`config.mk`:
```
export PLATFORM = sky130hd
export DESIGN_NAME = ram_access_arbiter
export DESIGN_NICKNAME = d
export VERILOG_FILES = /design/src/rtl/ram_access_arbiter.sv
export SDC_FILE = /design/constraint.sdc
export NUM_CORES = 1
export LEC_CHECK = 0
export ABC_CLOCK_PERIOD_IN_PS = 7000
export BUFFER_PORTS_ARGS = -buffer_cell sky130_fd_sc_hd__buf_2
export CORE_MARGIN = 4
export CORE_UTILIZATION = 47
export CTS_BUF_LIST = sky130_fd_sc_hd__clkbuf_8
export CTS_CLUSTER_DIAMETER = 100
export DETAILED_ROUTE_END_ITERATION = 7
export PLACE_DENSITY = 0.88
export SYNTH_ARGS = -nofsm -noshare
export SYNTH_HDL_FRONTEND = slang
export SYNTH_SLANG_ARGS = --single-unit
```
`constraint.sdc`:
```
create_clock -name MAX10_CLK1_50 -period 7 [get_ports MAX10_CLK1_50]
set_input_delay 2.1 -clock MAX10_CLK1_50 [delete_from_list [all_inputs] [get_ports MAX10_CLK1_50]]
set_output_delay 2.1 -clock MAX10_CLK1_50 [all_outputs]
set_load 0.01 [all_outputs]
```
`src/rtl/ram_access_arbiter.sv`:
```
// Two-master (CPU / loader-DMA) arbiter in front of a single-port RAM.
// Same-cycle round-robin grant with a DMA starvation guard and an in-order read-return tag pipeline.
module ram_access_arbiter #(
    parameter int ADDR_W = 5,
    parameter int DATA_W = 32,
    parameter int RD_LAT = 1
) (
    input  logic              MAX10_CLK1_50,
    input  logic              reset,
    input  logic              cpu_req,
    input  logic              cpu_we,
    input  logic [ADDR_W-1:0] cpu_addr,
    input  logic [DATA_W-1:0] cpu_wdata,
    output logic              cpu_gnt,
    output logic              cpu_stall,
    output logic              cpu_rvalid,
    output logic [DATA_W-1:0] cpu_rdata,
    input  logic              dma_req,
    input  logic              dma_we,
    input  logic [ADDR_W-1:0] dma_addr,
    input  logic [DATA_W-1:0] dma_wdata,
    output logic              dma_gnt,
    output logic              dma_rvalid,
    output logic [DATA_W-1:0] dma_rdata,
    output logic [ADDR_W-1:0] ram_address,
    output logic [DATA_W-1:0] ram_data,
    output logic              ram_rden,
    output logic              ram_wren,
    input  logic [DATA_W-1:0] ram_q
);

    localparam logic OWNER_CPU = 1'b0;
    localparam logic OWNER_DMA = 1'b1;

    logic              last_owner_q;
    logic              last_owner_d;
    logic [1:0]        dma_wait_q;
    logic [1:0]        dma_wait_d;
    logic [RD_LAT-1:0] tag_vld_q;
    logic [RD_LAT-1:0] tag_own_q;
    logic [DATA_W-1:0] cpu_rdata_q;
    logic [DATA_W-1:0] dma_rdata_q;

    logic              cpu_gnt_s;
    logic              dma_gnt_s;
    logic              rd_gnt_s;
    logic              ret_vld_s;
    logic              ret_own_s;

    // Grant decision: reset blocks everything, the starvation guard beats round-robin.
    always_comb begin
        cpu_gnt_s = 1'b0;
        dma_gnt_s = 1'b0;
        if (reset) begin
            cpu_gnt_s = 1'b0;
            dma_gnt_s = 1'b0;
        end else if (cpu_req && dma_req) begin
            if ((dma_wait_q == 2'd3) || (last_owner_q == OWNER_CPU)) begin
                dma_gnt_s = 1'b1;
            end else begin
                cpu_gnt_s = 1'b1;
            end
        end else if (cpu_req) begin
            cpu_gnt_s = 1'b1;
        end else if (dma_req) begin
            dma_gnt_s = 1'b1;
        end else begin
            cpu_gnt_s = 1'b0;
            dma_gnt_s = 1'b0;
        end
    end

    // RAM port mux: an idle port still presents the CPU address/data.
    always_comb begin
        ram_address = cpu_addr;
        ram_data    = cpu_wdata;
        if (dma_gnt_s) begin
            ram_address = dma_addr;
            ram_data    = dma_wdata;
        end else begin
            ram_address = cpu_addr;
            ram_data    = cpu_wdata;
        end
    end

    assign ram_wren  = (cpu_gnt_s & cpu_we) | (dma_gnt_s & dma_we);
    assign ram_rden  = (cpu_gnt_s & ~cpu_we) | (dma_gnt_s & ~dma_we);
    assign rd_gnt_s  = ram_rden;
    assign cpu_gnt   = cpu_gnt_s;
    assign dma_gnt   = dma_gnt_s;
    assign cpu_stall = cpu_req & ~cpu_gnt_s;

    // Next-state for round-robin owner and the saturating DMA wait counter.
    always_comb begin
        last_owner_d = last_owner_q;
        dma_wait_d   = dma_wait_q;
        if (cpu_gnt_s) begin
            last_owner_d = OWNER_CPU;
        end else if (dma_gnt_s) begin
            last_owner_d = OWNER_DMA;
        end else begin
            last_owner_d = last_owner_q;
        end
        if (dma_gnt_s) begin
            dma_wait_d = 2'd0;
        end else if (dma_req && (dma_wait_q != 2'd3)) begin
            dma_wait_d = dma_wait_q + 2'd1;
        end else begin
            dma_wait_d = dma_wait_q;
        end
    end

    // Return steering; gating with reset kills any tag emerging during a reset cycle.
    assign ret_vld_s  = tag_vld_q[RD_LAT-1] & ~reset;
    assign ret_own_s  = tag_own_q[RD_LAT-1];
    assign cpu_rvalid = ret_vld_s & (ret_own_s == OWNER_CPU);
    assign dma_rvalid = ret_vld_s & (ret_own_s == OWNER_DMA);
    assign cpu_rdata  = cpu_rvalid ? ram_q : cpu_rdata_q;
    assign dma_rdata  = dma_rvalid ? ram_q : dma_rdata_q;

    // State registers: arbitration state, tag pipeline and last-delivered read data.
    always_ff @(posedge MAX10_CLK1_50) begin
        if (reset) begin
            last_owner_q <= OWNER_DMA;
            dma_wait_q   <= 2'd0;
            tag_vld_q    <= '0;
            tag_own_q    <= '0;
            cpu_rdata_q  <= '0;
            dma_rdata_q  <= '0;
        end else begin
            last_owner_q <= last_owner_d;
            dma_wait_q   <= dma_wait_d;
            tag_vld_q[0] <= rd_gnt_s;
            tag_own_q[0] <= dma_gnt_s;
            for (int i = 1; i < RD_LAT; i++) begin
                tag_vld_q[i] <= tag_vld_q[i-1];
                tag_own_q[i] <= tag_own_q[i-1];
            end
            if (cpu_rvalid) begin
                cpu_rdata_q <= ram_q;
            end
            if (dma_rvalid) begin
                dma_rdata_q <= ram_q;
            end
        end
    end

endmodule

```
==> impl_metrics.prom, run 1 <==
# TYPE chip_impl_metric gauge
chip_impl_metric{name="number_of_antenna_violations_at_the_first_check_in_global_routing",unit=""} 0
chip_impl_metric{name="antenna_left",unit=""} 0
chip_impl_metric{name="max-vdd-ir-drop",unit="mV"} 0.100
chip_impl_info{name="cts_tree",value="done"} 1
chip_impl_metric{name="post_cts_resized",unit=""} 0
chip_impl_metric{name="slowest_delay",unit="ps"} 550
chip_impl_metric{name="grt.overflow.total",unit=""} 0
chip_impl_metric{name="clock.fmax",unit="MHz"} 162
chip_impl_metric{name="dieHeight",unit="µm"} 92.5
chip_impl_metric{name="ys.warnings.count",unit=""} 0
chip_impl_info{name="crit_path_launch_type",value="primary input"} 1
chip_impl_metric{name="powerDensity",unit="mW/mm²"} 181
chip_impl_metric{name="core_area",unit="mm²"} 0.00687
chip_impl_metric{name="avgSynthCellArea",unit="µm²"} 8.16
chip_impl_metric{name="period_share",unit=""} 0.883
chip_impl_info{name="timing_worst_setup_path_type",value="primary input to primary output"} 1
chip_impl_metric{name="grt_pass1_vias",unit=""} 3623
chip_impl_metric{name="post_drt_wl_per_cell",unit="µm"} 15.0
chip_impl_metric{name="synth_seq_cells",unit=""} 69
chip_impl_info{name="outcome",value="completed"} 1
chip_impl_metric{name="cts-htree-levels",unit=""} 3
chip_impl_metric{name="maxCapViolations",unit=""} 0
chip_impl_metric{name="synth-seq-area-share",unit=""} 0.412
chip_impl_metric{name="floorplan.die_area",unit="mm²"} 0.00855
chip_impl_metric{name="die_width",unit="µm"} 92.5
chip_impl_metric{name="nets",unit=""} 734
chip_impl_metric{name="syn_area",unit="mm²"} 0.00335
chip_impl_metric{name="mappedNetlistNets",unit=""} 524
chip_impl_info{name="worstSetupEndpointType",value="primary output"} 1
chip_impl_metric{name="syn-instance-count",unit=""} 411
chip_impl_metric{name="grt_first_pass_wirelength",unit="µm"} 17000
chip_impl_metric{name="regToRegSetupSlack",unit="ps"} 5340
chip_impl_metric{name="layout_min_cycle_time",unit="ps"} 6180
chip_impl_metric{name="transition_time_at_the_pin_with_the_least_slew_margin",unit="ps"} 720
chip_impl_metric{name="diodes",unit=""} 0
chip_impl_metric{name="finalHoldViolations",unit=""} 0
chip_impl_metric{name="io_buffer_count",unit=""} 219
chip_impl_metric{name="drc_errors",unit=""} 0
chip_impl_metric{name="slew_viol_final",unit=""} 0
chip_impl_info{name="rsz0062_at_grt",value="no"} 1
chip_impl_info{name="timing.critical_path.max_delay_family",value="buffers and inverters"} 1
chip_impl_metric{name="cts_hold_repair.buffers",unit=""} 0
chip_impl_metric{name="cts-root-to-sink-buffers",unit=""} 2
chip_impl_metric{name="finalWeightedCongestion",unit=""} 0.806
chip_impl_metric{name="timing.critical_path.buf_inv",unit=""} 4
chip_impl_info{name="crit_path_top_delay_cell",value="sky130_fd_sc_hd__buf_2"} 1
chip_impl_metric{name="detail_route.first_pass.iterations",unit=""} 4
chip_impl_info{name="root_buffer",value="sky130_fd_sc_hd__clkbuf_8"} 1
chip_impl_metric{name="worstSkewPairLatency",unit="ps"} 320
chip_impl_metric{name="vias",unit=""} 3536
chip_impl_info{name="crit_path_cell_trace",value="buf_2, or3b_1, buf_4, clkinv_4, nand2_1, nand2_1, buf_2"} 1
chip_impl_metric{name="postCtsSetupRepairBufs",unit=""} 0
chip_impl_metric{name="clkSlewWorstSetupHoldPaths",unit="ps"} 70
chip_impl_metric{name="critPathRequiredTime",unit="ps"} 4900
chip_impl_metric{name="timing.critical_path.arrival",unit="ps"} 4080
chip_impl_metric{name="place_hpwl",unit="µm"} 8540
chip_impl_metric{name="holdWs",unit="ps"} 465
chip_impl_metric{name="finalCoreUtilization",unit=""} 0.671
chip_impl_metric{name="largest_net_degree_at_the_start_of_global_routing",unit=""} 40
chip_impl_metric{name="routed_wirelength",unit="µm"} 10800
chip_impl_metric{name="final_layout_size_suffix_gt1_frac",unit=""} 0.534
chip_impl_metric{name="power.total",unit="mW"} 0.833
chip_impl_metric{name="crit_fanout",unit=""} 34
chip_impl_metric{name="finalSetupViolations",unit=""} 0
chip_impl_metric{name="worst_clock_skew",unit="ps"} 10.0
chip_impl_metric{name="area_growth_syn_to_layout",unit="%"} 37.5
chip_impl_metric{name="count_of_different_cell_masters_after_synthesis",unit=""} 25
chip_impl_metric{name="leakage_power_total",unit="nW"} 2.54
chip_impl_metric{name="design.portCount",unit=""} 220
chip_impl_metric{name="multi_input_logic_area",unit="mm²"} 0.00178
chip_impl_metric{name="route.detailed.vias_per_inst",unit=""} 4.90
chip_impl_metric{name="cts_inserted_buffers",unit=""} 9
chip_impl_metric{name="fillerInstances",unit=""} 622
chip_impl_metric{name="layout.area.seq",unit="mm²"} 0.00138
chip_impl_metric{name="floorplan.initialDensity",unit=""} 0.488
chip_impl_metric{name="cts_sinks",unit=""} 69
chip_impl_info{name="timing.hold.worst.class",value="flip-flop to flip-flop"} 1
chip_impl_metric{name="fin_setup_tns",unit="ps"} 0
chip_impl_metric{name="detailedRoute.firstIterationViolations",unit=""} 96
chip_impl_metric{name="global_route.usage.total",unit=""} 0.248
chip_impl_metric{name="slew-limit-headroom",unit=""} 0.520
chip_impl_metric{name="standard_cell_row_count",unit=""} 30
==> state kept, by name, summed over array words and instances (netlist names) <==
signal	cells
cpu_rdata_q	32
last_owner_q	1
dma_wait_q	2
tag_vld_q	1
dma_rdata_q	32
ret_own_s	1
==> routing by layer <==
metal | share of wire | track usage
met5 | 0 | 0
met4 | 0.019 | 0.0804
met3 | 0.061 | 0.0487
met2 | 0.55 | 0.481
met1 | 0.37 | 0.264
==> area by class of cell <==
class                           instances  share of cell area
Tap cell                               96              0.0261
Clock inverter                          6             0.00679
Timing Repair Buffer                  224               0.246
Multi-Input combinational cell        312               0.387
Inverter                                5             0.00516
Sequential cell                        69               0.300
Clock buffer                           10              0.0299
==> through the flow <==
| step | std cells | instance area, µm² | setup slack, ps |
|---|---|---|---|
| final | 722 | 4610 | 817 |
| after global routing | 722 | 4610 | 664 |
| after floorplan | 411 | 3350 | 1800 |
| after detailed placement | 706 | 4440 | 825 |
| after global placement | 706 | 4440 | 872 |
| after CTS | 722 | 4610 | 816 |
==> Yosys cell counts <==
cell type / number / area (µm²)
sky130_fd_sc_hd__a211oi_1: 2 / 15.0
sky130_fd_sc_hd__a21oi_1: 36 / 180
sky130_fd_sc_hd__a21oi_2: 29 / 254
sky130_fd_sc_hd__a22o_1: 1 / 8.76
sky130_fd_sc_hd__buf_12: 3 / 60.1
sky130_fd_sc_hd__buf_2: 11 / 55.1
sky130_fd_sc_hd__buf_6: 1 / 11.3
sky130_fd_sc_hd__clkbuf_1: 9 / 33.8
sky130_fd_sc_hd__clkbuf_2: 1 / 5.00
sky130_fd_sc_hd__clkinv_4: 1 / 8.76
sky130_fd_sc_hd__dfxtp_1: 69 / 1380
sky130_fd_sc_hd__ha_1: 1 / 12.5
sky130_fd_sc_hd__inv_1: 4 / 15.0
sky130_fd_sc_hd__mux2_2: 37 / 417
sky130_fd_sc_hd__mux2i_1: 1 / 10.0
sky130_fd_sc_hd__nand2_1: 163 / 612
sky130_fd_sc_hd__nand2_2: 29 / 181
sky130_fd_sc_hd__nand2b_1: 2 / 12.5
sky130_fd_sc_hd__nand3b_1: 3 / 22.5
sky130_fd_sc_hd__nor2_1: 1 / 3.75
sky130_fd_sc_hd__nor2b_1: 2 / 12.5
sky130_fd_sc_hd__nor3_1: 1 / 5.00
sky130_fd_sc_hd__o2bb2ai_1: 2 / 17.5
sky130_fd_sc_hd__or3b_1: 1 / 8.76
sky130_fd_sc_hd__xnor2_1: 1 / 8.76
==> worst register-to-register path: cells and delay by family, from the launching register on <==
| family | cells | cell delay, ps |
|---|---|---|
| flops | 1 | 310 |
| buf+inv | 2 | 720 |
| compound gates | 1 | 70 |
| simple gates | 2 | 410 |
==> cells in the final DEF, fill, tap and decap left out, types with 2 or more instances in the layout <==
cell type                   instances
sky130_fd_sc_hd__buf_2            219
sky130_fd_sc_hd__nand2_1          163
sky130_fd_sc_hd__dfxtp_1           69
sky130_fd_sc_hd__mux2_2            37
sky130_fd_sc_hd__a21oi_1           36
sky130_fd_sc_hd__nand2_2           29
sky130_fd_sc_hd__a21oi_2           29
sky130_fd_sc_hd__clkbuf_8          10
sky130_fd_sc_hd__inv_1              6
sky130_fd_sc_hd__buf_4              5
sky130_fd_sc_hd__nand3b_1           3
sky130_fd_sc_hd__clkinv_2           3
sky130_fd_sc_hd__clkinv_4           2
sky130_fd_sc_hd__nand2b_1           2
sky130_fd_sc_hd__o2bb2ai_1          2
sky130_fd_sc_hd__nor2b_1            2
sky130_fd_sc_hd__a211oi_1           2
==> cell families after synthesis <==
family	Yosys count	synth area share
xor gates and xnor gates	1	0.00261
muxes	38	0.127
adders and majority gates	1	0.00373
buffers and inverters	30	0.0564
AOI/OAI and AO/OA	70	0.142
DFF	69	0.412
and+or+nand+nor	202	0.256
==> final timing paths <==
kind | start | to | cells past startpoint
worst max-delay path | reset | cpu_rdata[31] | 7
worst min-delay path | cpu_rdata_q[31] | cpu_rdata_q[31] | 2
worst max register to register | tag_vld_q | cpu_rdata_q[31] | 5
worst min register to register | cpu_rdata_q[31] | cpu_rdata_q[31] | 2
==> where the power goes <==
| part | total [mW] | internal [mW] | switching [mW] |
|---|---|---|---|
| combinational | 0.154 | 0.0717 | 0.0827 |
| sequential | 0.404 | 0.401 | 0.00292 |
| clock | 0.274 | 0.135 | 0.140 |
| total | 0.833 | 0.607 | 0.225 |
No activity file was read; power rests on OpenSTA's default activity.
==> run 2: changes to the inputs <==
==> constraint.sdc (replaced) <==
create_clock -name MAX10_CLK1_50 -period 7 [get_ports MAX10_CLK1_50]
set_input_delay 1.05 -clock MAX10_CLK1_50 [delete_from_list [all_inputs] [get_ports MAX10_CLK1_50]]
set_output_delay 1.05 -clock MAX10_CLK1_50 [all_outputs]
set_load 0.01 [all_outputs]
==> run 2 against run 1 <==
Cell count unchanged. Critical path depth increased by 1. Clock power increased by 30%. Critical path type unchanged. Critical endpoint is now dma_rdata[1]. Utilization increased by 0.73 points. Highest routed layer unchanged. Sequential power about the same. Global-route usage decreased by 0.31 points. Maximum frequency increased by 38%.
==> impl_metrics.prom, run 2 (same netlist as run 1, synthesis figures left out) <==
# TYPE chip_impl_metric gauge
chip_impl_info{name="most-common-layout-cells",value="sky130_fd_sc_hd__buf_2 (219), sky130_fd_sc_hd__nand2_1 (163), sky130_fd_sc_hd__dfxtp_1 (69), sky130_fd_sc_hd__mux2_2 (37), sky130_fd_sc_hd__a21oi_1 (36)"} 1
chip_impl_metric{name="largest_net_degree_at_the_start_of_global_routing",unit=""} 72
chip_impl_metric{name="number_of_antenna_violations_at_the_first_check_in_global_routing",unit=""} 1
chip_impl_metric{name="die_width",unit="µm"} 92.5
chip_impl_metric{name="routed_wirelength",unit="µm"} 10500
chip_impl_metric{name="fin_setup_tns",unit="ps"} 0
chip_impl_metric{name="grt_first_pass_wirelength",unit="µm"} 16800
chip_impl_info{name="root_buffer",value="sky130_fd_sc_hd__clkbuf_8"} 1
chip_impl_metric{name="grt_pass1_vias",unit=""} 3667
chip_impl_metric{name="dieHeight",unit="µm"} 92.5
chip_impl_metric{name="worst_clock_skew",unit="ps"} 7.69
chip_impl_metric{name="powerDensity",unit="mW/mm²"} 196
chip_impl_metric{name="crit_fanout",unit=""} 71
chip_impl_metric{name="antenna_left",unit=""} 0
chip_impl_info{name="timing.hold.worst.class",value="flip-flop to flip-flop"} 1
chip_impl_metric{name="finalNonFillerCells",unit=""} 722
chip_impl_info{name="outcome",value="completed"} 1
chip_impl_metric{name="nets",unit=""} 733
chip_impl_metric{name="route.detailed.vias_per_inst",unit=""} 4.90
chip_impl_metric{name="slew_viol_final",unit=""} 0
chip_impl_info{name="timing_worst_setup_path_type",value="primary input to primary output"} 1
chip_impl_metric{name="final_layout_size_suffix_gt1_frac",unit=""} 0.536
chip_impl_metric{name="max-vdd-ir-drop",unit="mV"} 0.142
chip_impl_metric{name="timing.reg2reg.worst_path_depth",unit=""} 5
chip_impl_metric{name="finalSetupViolations",unit=""} 0
chip_impl_metric{name="critPathRequiredTime",unit="ps"} 5950
chip_impl_metric{name="final_cell_area",unit="mm²"} 0.00466
chip_impl_info{name="rsz0062_at_grt",value="no"} 1
chip_impl_metric{name="postCtsSetupRepairBufs",unit=""} 0
chip_impl_info{name="layout_commonest_cell",value="sky130_fd_sc_hd__buf_2"} 1
chip_impl_info{name="reg_top3",value="cpu_rdata_q x32, dma_rdata_q x32, dma_wait_q x2"} 1
chip_impl_metric{name="period_share",unit=""} 0.638
chip_impl_metric{name="design.portCount",unit=""} 220
chip_impl_metric{name="floorplan.die_area",unit="mm²"} 0.00855
chip_impl_metric{name="area_growth_syn_to_layout",unit="%"} 39.0
chip_impl_metric{name="post_place_cells",unit=""} 705
chip_impl_metric{name="grt.overflow.total",unit=""} 0
chip_impl_metric{name="postPlaceCellArea",unit="mm²"} 0.00443
chip_impl_metric{name="layout_min_cycle_time",unit="ps"} 4470
chip_impl_metric{name="finalCoreUtilization",unit=""} 0.678
chip_impl_metric{name="cts_inserted_buffers",unit=""} 9
chip_impl_metric{name="post_cts_resized",unit=""} 0
chip_impl_metric{name="global_route.usage.total",unit=""} 0.245
chip_impl_metric{name="transition_time_at_the_pin_with_the_least_slew_margin",unit="ps"} 1010
chip_impl_metric{name="finalHoldViolations",unit=""} 0
chip_impl_info{name="cts_tree",value="done"} 1
chip_impl_metric{name="io_buffer_count",unit=""} 219
chip_impl_metric{name="clock.fmax",unit="MHz"} 224
chip_impl_metric{name="cts_sinks",unit=""} 69
chip_impl_metric{name="cts-root-to-sink-buffers",unit=""} 2
chip_impl_metric{name="post_drt_wl_per_cell",unit="µm"} 14.5
chip_impl_metric{name="maxCapViolations",unit=""} 0
chip_impl_metric{name="drc_errors",unit=""} 0
chip_impl_metric{name="leakage_power_total",unit="nW"} 2.55
chip_impl_metric{name="cts_hold_repair.buffers",unit=""} 0
chip_impl_info{name="crit_path_launch_type",value="primary input"} 1
chip_impl_metric{name="clkSlewWorstSetupHoldPaths",unit="ps"} 70
chip_impl_metric{name="cts-htree-levels",unit=""} 3
chip_impl_metric{name="floorplan.initialDensity",unit=""} 0.488
chip_impl_metric{name="finalWeightedCongestion",unit=""} 0.827
chip_impl_metric{name="place_hpwl",unit="µm"} 8170
chip_impl_metric{name="core_area",unit="mm²"} 0.00687
chip_impl_metric{name="slew-limit-headroom",unit=""} 0.325
chip_impl_metric{name="detailedRoute.firstIterationViolations",unit=""} 89
chip_impl_metric{name="fillerInstances",unit=""} 551
chip_impl_metric{name="timing.critical_path.arrival",unit="ps"} 3420
chip_impl_info{name="worstSetupEndpointType",value="primary output"} 1
chip_impl_metric{name="timing.hold.worst_path_depth",unit=""} 2
chip_impl_metric{name="vias",unit=""} 3539
chip_impl_metric{name="detail_route.first_pass.iterations",unit=""} 4
chip_impl_metric{name="standard_cell_row_count",unit=""} 30
chip_impl_metric{name="worstSkewPairLatency",unit="ps"} 330
-- run 2: cell types whose count changed in the layout (fill, tap and decap cells not counted) --
cell                         change
sky130_fd_sc_hd__buf_4           -1
sky130_fd_sc_hd__clkinvlp_4      +1
sky130_fd_sc_hd__bufinv_16       +2
sky130_fd_sc_hd__inv_1           -2
sky130_fd_sc_hd__clkinv_2        -1
sky130_fd_sc_hd__diode_2         +1
-- run 2: final cells by class --
type,count,area (µm²),share of cell area
multi-input cells,312,1780,0.382
diodes,1,2.50,0.000537
clock inverters,6,86.3,0.0185
flip-flops and latches,69,1380,0.296
well taps,96,120,0.0258
inverters,5,23.8,0.00510
clock buffers,10,138,0.0295
repair buffers,223,1130,0.242
-- run 2: metrics by stage --
step	setup WS (ps)	power, mW	hold slack [ps]
floorplan	3900	0.496	444
global placement	2580	0.564	450
detailed placement	2530	0.567	459
CTS	2500	0.924	469
global route	2310	0.954	484
finish	2530	0.914	463
-- run 2: worst paths after layout --
| kind | startpoint | endpoint | slack [ps] |
|---|---|---|---|
| setup / recovery | reset | dma_rdata[1] | 2530 |
| hold / removal | cpu_rdata_q[31] | cpu_rdata_q[31] | 460 |
| setup reg to reg | ret_own_s | dma_rdata_q[1] | 5090 |
| hold reg to reg | cpu_rdata_q[31] | cpu_rdata_q[31] | 460 |
-- run 2: per-layer routing --
metal / up-vias / share of wire / global-route usage
met5: - / 0 / 0
met4: 0 / 0.025 / 0.0978
met3: 20 / 0.065 / 0.0642
met2: 137 / 0.53 / 0.455
met1: 1624 / 0.38 / 0.260
li1: 1758 / - / -
-- run 2: critical path, stage by stage --
cell                       delay (ps)
sky130_fd_sc_hd__buf_2             80
sky130_fd_sc_hd__buf_4            670
sky130_fd_sc_hd__nand3b_1         200
sky130_fd_sc_hd__buf_4            330
sky130_fd_sc_hd__inv_1            530
sky130_fd_sc_hd__nand2_1          290
sky130_fd_sc_hd__nand2_1           70
sky130_fd_sc_hd__buf_2            140
-- run 2: power breakdown --
| group | internal [mW] | switching (mW) | total, mW |
|---|---|---|---|
| combinational | 0.0717 | 0.0826 | 0.154 |
| sequential | 0.401 | 0.00291 | 0.404 |
| clock | 0.210 | 0.146 | 0.356 |
